`config.mk`:
```
export PLATFORM = sky130hd
export DESIGN_NAME = usb_rx_data_check
export DESIGN_NICKNAME = d
export VERILOG_FILES = /design/src/rtl/usb_rx_data_check.sv
export SDC_FILE = /design/constraint.sdc
export NUM_CORES = 1
export LEC_CHECK = 0
export BUFFER_PORTS_ARGS = -buffer_cell sky130_fd_sc_hd__buf_2
export CORE_MARGIN = 4
export CORE_UTILIZATION = 35
export DETAILED_ROUTE_END_ITERATION = 7
export GPL_TIMING_DRIVEN = 0
export MAX_ROUTING_LAYER = met4
export PLACE_DENSITY = 0.62
export SLEW_MARGIN = 20
export SYNTH_ARGS = -nofsm -noshare
export SYNTH_HDL_FRONTEND = slang
export SYNTH_SLANG_ARGS = --single-unit
```
`constraint.sdc`:
```
create_clock -name clk -period 2.7 [get_ports clk]
set_input_delay 0.405 -clock clk [delete_from_list [all_inputs] [get_ports clk]]
set_output_delay 0.405 -clock clk [all_outputs]
set_load 0.01 [all_outputs]
```
`src/rtl/usb_rx_data_check.sv`:
```
// USB data-packet receiver: assembles LSB-first bytes, validates the PID, checks the CRC16 residual,
// and delivers payload bytes while withholding the CRC. Optional byte_count output: USB_RX_BYTE_COUNT_EN.
module usb_rx_data_check #(
  parameter int MAX_BYTES = 1023
) (
  input  logic       clk,
  input  logic       rst,
  input  logic       start,
  input  logic       bit_in,
  input  logic       bit_valid,
  input  logic       eop,
  output logic [3:0] pid,
  output logic [7:0] data_out,
  output logic       data_valid,
  output logic       done,
  output logic       crc_ok,
  output logic       err
`ifdef USB_RX_BYTE_COUNT_EN
  ,
  output logic [9:0] byte_count
`endif
);

  localparam int CW = $clog2(MAX_BYTES + 4);
  localparam logic [CW-1:0] LAST_IDX = CW'(MAX_BYTES + 2);

  typedef enum logic [1:0] {S_IDLE, S_PID, S_DATA, S_DRAIN} state_t;

  state_t        state_reg, state_next;
  logic [15:0]   lfsr_reg, lfsr_next;
  logic [2:0]    bit_cnt_reg, bit_cnt_next;
  logic [7:0]    shift_reg, shift_next;
  logic [CW-1:0] byte_cnt_reg, byte_cnt_next;
  logic [7:0]    hold_new_reg, hold_new_next;
  logic [7:0]    hold_old_reg, hold_old_next;
  logic [3:0]    pid_reg, pid_next;
  logic          pid_err_reg, pid_err_next;
  logic          ovf_err_reg, ovf_err_next;
  logic [7:0]    data_out_reg, data_out_next;
  logic          data_valid_reg, data_valid_next;
  logic          done_reg, done_next;
  logic          crc_ok_reg, crc_ok_next;
  logic          err_reg, err_next;

  logic [7:0]  byte_in;
  logic        fb;
  logic [15:0] lfsr_step;
  logic        pid_good;
  logic        pkt_good;

  assign byte_in   = {bit_in, shift_reg[7:1]};
  assign fb        = lfsr_reg[15] ^ bit_in;
  assign lfsr_step = {lfsr_reg[14:0], 1'b0} ^ (fb ? 16'h8005 : 16'h0000);
  assign pid_good  = (byte_in[7:4] == ~byte_in[3:0]) &&
                     (byte_in inside {8'hC3, 8'h4B, 8'h87, 8'h0F});
  assign pkt_good  = (state_reg == S_DATA) && (lfsr_reg == 16'h800D) && (bit_cnt_reg == 3'd0) &&
                     (byte_cnt_reg >= CW'(2)) && !pid_err_reg && !ovf_err_reg;

`ifdef USB_RX_BYTE_COUNT_EN
  logic [9:0]    byte_count_reg, byte_count_next;
  logic [CW-1:0] pay_cnt;

  always_comb begin
    pay_cnt = (byte_cnt_reg >= CW'(2)) ? byte_cnt_reg - CW'(2) : '0;
    if (pay_cnt > CW'(MAX_BYTES)) pay_cnt = CW'(MAX_BYTES);
  end
`endif

  always_comb begin
    state_next      = state_reg;
    lfsr_next       = lfsr_reg;
    bit_cnt_next    = bit_cnt_reg;
    shift_next      = shift_reg;
    byte_cnt_next   = byte_cnt_reg;
    hold_new_next   = hold_new_reg;
    hold_old_next   = hold_old_reg;
    pid_next        = pid_reg;
    pid_err_next    = pid_err_reg;
    ovf_err_next    = ovf_err_reg;
    data_out_next   = data_out_reg;
    data_valid_next = 1'b0;
    done_next       = 1'b0;
    crc_ok_next     = 1'b0;
    err_next        = 1'b0;
`ifdef USB_RX_BYTE_COUNT_EN
    byte_count_next = byte_count_reg;
`endif
    // Priority: start aborts anything, then eop closes the packet, then a data bit.
    if (start) begin
      state_next    = S_PID;
      lfsr_next     = 16'hFFFF;
      bit_cnt_next  = 3'd0;
      shift_next    = 8'h00;
      byte_cnt_next = '0;
      hold_new_next = 8'h00;
      hold_old_next = 8'h00;
      pid_next      = 4'h0;
      pid_err_next  = 1'b0;
      ovf_err_next  = 1'b0;
`ifdef USB_RX_BYTE_COUNT_EN
      byte_count_next = 10'd0;
`endif
    end else if (eop) begin
      if (state_reg != S_IDLE) begin
        done_next   = 1'b1;
        crc_ok_next = pkt_good;
        err_next    = !pkt_good;
        state_next  = S_IDLE;
`ifdef USB_RX_BYTE_COUNT_EN
        byte_count_next = 10'(pay_cnt);
`endif
      end
    end else if (bit_valid) begin
      case (state_reg)
        S_PID: begin
          shift_next   = byte_in;
          bit_cnt_next = bit_cnt_reg + 3'd1;
          if (bit_cnt_reg == 3'd7) begin
            if (pid_good) begin
              pid_next   = byte_in[3:0];
              state_next = S_DATA;
            end else begin
              pid_err_next = 1'b1;
              state_next   = S_DRAIN;
            end
          end
        end
        S_DATA: begin
          lfsr_next    = lfsr_step;
          shift_next   = byte_in;
          bit_cnt_next = bit_cnt_reg + 3'd1;
          if (bit_cnt_reg == 3'd7) begin
            if (byte_cnt_reg >= LAST_IDX) begin
              ovf_err_next = 1'b1;
              state_next   = S_DRAIN;
            end else begin
              byte_cnt_next = byte_cnt_reg + CW'(1);
              // Two bytes of lag keep the trailing CRC bytes from ever leaving the pipeline.
              if (byte_cnt_reg >= CW'(2)) begin
                data_valid_next = 1'b1;
                data_out_next   = hold_old_reg;
              end
              hold_old_next = hold_new_reg;
              hold_new_next = byte_in;
            end
          end
        end
        default: ;
      endcase
    end
  end

  always_ff @(posedge clk) begin
    if (rst) begin
      state_reg      <= S_IDLE;
      lfsr_reg       <= 16'hFFFF;
      bit_cnt_reg    <= 3'd0;
      shift_reg      <= 8'h00;
      byte_cnt_reg   <= '0;
      hold_new_reg   <= 8'h00;
      hold_old_reg   <= 8'h00;
      pid_reg        <= 4'h0;
      pid_err_reg    <= 1'b0;
      ovf_err_reg    <= 1'b0;
      data_out_reg   <= 8'h00;
      data_valid_reg <= 1'b0;
      done_reg       <= 1'b0;
      crc_ok_reg     <= 1'b0;
      err_reg        <= 1'b0;
`ifdef USB_RX_BYTE_COUNT_EN
      byte_count_reg <= 10'd0;
`endif
    end else begin
      state_reg      <= state_next;
      lfsr_reg       <= lfsr_next;
      bit_cnt_reg    <= bit_cnt_next;
      shift_reg      <= shift_next;
      byte_cnt_reg   <= byte_cnt_next;
      hold_new_reg   <= hold_new_next;
      hold_old_reg   <= hold_old_next;
      pid_reg        <= pid_next;
      pid_err_reg    <= pid_err_next;
      ovf_err_reg    <= ovf_err_next;
      data_out_reg   <= data_out_next;
      data_valid_reg <= data_valid_next;
      done_reg       <= done_next;
      crc_ok_reg     <= crc_ok_next;
      err_reg        <= err_next;
`ifdef USB_RX_BYTE_COUNT_EN
      byte_count_reg <= byte_count_next;
`endif
    end
  end

  assign pid        = pid_reg;
  assign data_out   = data_out_reg;
  assign data_valid = data_valid_reg;
  assign done       = done_reg;
  assign crc_ok     = crc_ok_reg;
  assign err        = err_reg;
`ifdef USB_RX_BYTE_COUNT_EN
  assign byte_count = byte_count_reg;
`endif

endmodule
```
== Word-level counts from Yosys, hierarchy flattened ==
Cells that the tools add are included.
Storage, ports and cells
  input port bits: 6
  word-level logic and storage cells: 90
  bits in registers: 74
  output and inout bits: 16
Operators by class
  bitwise gates (word level): 11
  multiplexer cells: 12
  equal/unequal tests: 17
  reductions and logical operators: 30
  order comparisons: 2
  add/subtract/negate cells: 2
Operators with widths (count)
  $reduce_and A5 Y1: 4
  $eq A16 B16 Y1 const B: 1
  $eq A8 B8 Y1 const B: 2
  $mux W16: 1
  $xor A16 B16 Y16: 1
  $mux W2: 6
  $reduce_and A6 Y1: 2
  $add A11 B1 Y11 const B: 1
  $ge A11 B11 Y1 const B: 1
  $ge A11 B2 Y1 const B: 1
  $ne A3 B2 Y1 const B: 3
  $eq A8 B4 Y1 const B: 1
  $eq A8 B7 Y1 const B: 1
  $ne A4 B3 Y1 const B: 2
  $not A1 Y1: 8
  $reduce_bool A4 Y1: 2
  $reduce_and A7 Y1: 1
  $reduce_or A7 Y1: 1
  $logic_and A1 B1 Y1: 6
  $reduce_and A3 Y1: 2
  $reduce_bool A3 Y1: 2
  $eq A4 B4 Y1: 1
  $mux W1: 4
  $ne A4 B4 Y1 const B: 1
  other kinds (15): 19

== Logic depth before layout (Yosys ltp) ==
  depth in word-level cells: 9
  gate-level depth with buffers: 9
  mapped depth without buffers: 6

== Least setup slack after synthesis ==
Ideal clock, no wire load.
  kind: reg2reg
  from: register byte_cnt_reg[1]
  to: register byte_cnt_reg[4]
  setup slack: 0.698 ns
  required time: 2.630 ns
  setup time: 0.070 ns
  path buffers: 1
  arrival time: 1.931 ns
  clock period less this slack: 2.002 ns
  stages on the path, launching flop included: 8
  path through: dfxtp_1 -> inv_1 -> ha_1 -> or3_1 -> o31a_1 -> buf_2 -> or4_1 -> a21oi_1
Between the ends
  word-level cells in the longest chain between the ends: 3
  elaborated cells between the ends (all ways): 4
  those cells by class: add/sub (1); order compare (1); bitwise (1); reduce/logical (1)
Ends and longest elaborated chain
  start, declared: RTL line 33  | logic [CW-1:0] byte_cnt_reg, byte_cnt_next;
  start signal, assigned: RTL line 178  | byte_cnt_reg <= byte_cnt_next;
  $ge A11 B11 Y1: RTL line 133  | if (byte_cnt_reg >= LAST_IDX) begin
  $not A1 Y1 (no line)
  $reduce_and A5 Y1 (no line)
Several ways; a longest one is shown, not always the timed one.
A chain may end at the register's enable or synchronous reset.

== Final worst setup path ==
  from: register state_reg[0]
  to: register data_out_reg[3], in the netlist data_out[3]
Between the ends
  word-level cells in the longest chain between the ends: 2
Ends and longest elaborated chain
  start, declared: RTL line 29  | state_t state_reg, state_next;
  start signal, assigned: RTL line 174  | state_reg <= state_next;
  $eq A2 B2 Y1: RTL line 114  | case (state_reg)
  $reduce_and A7 Y1 (no line)
  end signal, assigned: RTL line 184  | data_out_reg <= data_out_next;
  end, declared: RTL line 39  | logic [7:0] data_out_reg, data_out_next;
No other way between the ends.

==> run metrics <==
outcome=completed; Syn. warnings=0; Synth Flop Type=dfxtp_1; Reg clk slew, reported paths=0.09 ns; vias in the first global route=2,609; Die W=103.7 um; Synth Net Count=383; largest family of logic cells by synthesized area=simple AND/OR/NAND/NOR gates; mux contribution to synthesized area=0.06240; met1 WL=3467 um; Max Clock Freq=409.1 MHz; DRT Pass-1 Iters=4; post-synthesis simple-gate area fraction=0.2676; area of the multi-input gates=1619 um^2; # Max-Cap Violations=0; VDD IR max=0.2584 mV; initial antenna violation count=0; max reg flops=16; most frequent CP cell=clkbuf_1; startpoint types=flop; die area=10,760 um^2; Worst slew margin=0.6262; Setup Fix Bufs, Post-CTS=0; Layout area overhead=12.91%; CTS Buffer Depth=2; EDFF count, synth=0; clk_lat worst skew=0.35 ns; RSZ-0062 raised after global routing=no; Via-to-Cell Ratio=5.186; setup total negative slack=0 ns; CTS tree=yes; P per Cell Area=543.8 nW/um^2; Total Nets Final=413; dpl hpwl=4968 um; Max FO, Critical Path=10; Met3 Wirelength=252 um; share of cells above drive strength 1=0.09926; Leak=1.386 nW; cell family with most CP delay=buffers and inverters; Final Skew=0.01482 ns; DR top layer=met4; max incr delay on CP=0.36 ns; fraction of registers with async set/reset=0; period utilisation layout=0.9053; WP data required=2.98 ns; Crit-path slowest cell=nor4_1; Synth Area in Compound Gates=0.1232; CP Capture Type=flop; starting density of the core=0.3643; Mapped Avg Cell Area=8.718 um^2; drc violations=0; Pwr Total=0.001970 W; Post-CTS Resized=0; Cell Area, Synth=3208 um^2; crit path kind=flop to flop; area share of xor/xnor cells in the synthesized design=0.01638; Worst-Margin Slew=0.5532 ns; Root Buffer=clkbuf_8; Syn Inst Count=368; Seq/Total Area, Yosys=0.4555; crit path buf inv count=4; Yosys reg bits=73; Final setup viols=0; met2 WL=2980 um; CTS H-Tree Depth=3; Hold-fix buffers, CTS=0; Hold Path Class=input port to flop; antenna cells=0; Core Region=8806 um^2; largest net degree at the start of global routing=16; via count=2,650; FF/Latch Area=1461 um^2; ANT nets after route=0; min cycle time layout=2.444 ns; fin. max-slew vios=0; distinct cell type count after synthesis=47; CP cell instances=inv_1, ha_1, and3b_1, clkbuf_1, nand2_1, clkbuf_1, nor4_1, buf_2, mux2i_1; Routed wire per std cell=13.29 um; 1st-iter DRT viols=89; first-pass GRT wire length=12,140 um; PortBufs=19; CP arrival=2.72 ns; fill count=897; Final Core Density=0.4113; Die Y=103.7 um; Sink Count=73; adder-cell area share of the yosys netlist=0.03510; Routed Wire Length=6789 um; final hold vios=0; CTS Buf Count=9; Cell Rows=34; total congestion overflow=0; Routability Congestion=0.8109; Top Ports=22; GRT Total Usage=0.1375
## power by group
group / internal, W / switching (W) / total, W
clock network: 0.000349 / 0.000461 / 0.000810
logic: 0.0000286 / 0.0000495 / 0.0000782
registers: 0.00108 / 0.00000249 / 0.00108
## cells in the mapped netlist (all sizes together) (7+ instances only)
| cell type | count | area [um^2] |
|---|---|---|
| ha | 9 | 112.6 |
| dfxtp | 73 | 1461 |
| clkbuf | 19 | 71.32 |
| buf | 7 | 30.02 |
| inv | 7 | 26.28 |
| nand2 | 39 | 146.4 |
| nor2 | 17 | 63.81 |
| mux2i | 20 | 200.2 |
| o21ai | 19 | 95.09 |
| nand3 | 40 | 200.2 |
| a21oi | 25 | 125.1 |
| nand2b | 19 | 118.9 |
## final timing paths
check,slack (ns),end,startpoint,depth (start not counted)
setup / recovery,0.26,data_out[3],state_reg[0],9
hold / removal,0.39,done,eop,3
setup reg to reg,0.26,data_out[3],state_reg[0],9
hold reg to reg,0.46,hold_old_reg[1],hold_new_reg[1],2
## layout by cell type (no fill, tap or decap), drive strengths merged, types with 3 or more instances in the layout
| cell | n |
|---|---|
| a21oi | 25 |
| and2 | 3 |
| buf | 26 |
| clkbuf | 28 |
| clkinvlp | 3 |
| dfxtp | 73 |
| ha | 9 |
| inv | 11 |
| mux2i | 20 |
| nand2 | 39 |
| nand2b | 19 |
| nand3 | 40 |
| nand4 | 5 |
| nor2 | 17 |
| nor2b | 4 |
| nor3 | 6 |
| nor4b | 3 |
| o21a | 4 |
| o21ai | 19 |
| o31ai | 5 |
| or3 | 6 |
| or4 | 6 |
| xnor2 | 3 |
| xor2 | 3 |
## through the flow
step / worst slack [ns] / instances / hold slack [ns] / cell area (um^2)
5_1_grt: 0.03583 / 511 / 0.3915 / 3622
3_3_place_gp: 0.2025 / 495 / 0.4432 / 3438
6_report: 0.2556 / 511 / 0.3899 / 3622
2_1_floorplan: 0.6982 / 368 / 0.4379 / 3208
3_5_place_dp: 0.2283 / 495 / 0.4505 / 3438
4_1_cts: 0.2144 / 511 / 0.3736 / 3622
## area by class of cell
| type | count | share of cell area |
|---|---|---|
| Clock inverter | 7 | 0.01658 |
| Inverter | 7 | 0.007254 |
| Timing Repair Buffer | 19 | 0.02625 |
| Clock buffer | 9 | 0.03420 |
| Multi-Input combinational cell | 262 | 0.4470 |
| Tap cell | 108 | 0.03731 |
| Sequential cell | 73 | 0.4035 |
| Buffer | 26 | 0.02798 |
## worst register-to-register path, cell delays in order, from the launching register on
cell,delay (ns)
dfxtp_1,0.34
inv_1,0.08
ha_1,0.26
and3b_1,0.18
clkbuf_1,0.25
nand2_1,0.11
clkbuf_1,0.24
nor4_1,0.37
buf_2,0.33
mux2i_1,0.22
## logic make-up after synthesis
kind of cell	after synthesis
AOI/OAI and AO/OA	66
xor gates and xnor gates	6
adders and majority gates	9
buffers and inverters	33
DFF	73
muxes	20
and+or+nand+nor	161
## layer usage
layer,global-route usage,vias to the layer above
met4,0.03704,0
li1,-,1369
met5,-,-
met2,0.2070,35
met3,0.03918,8
met1,0.1818,1238
Note: power is estimated with default switching activity, not from simulation.
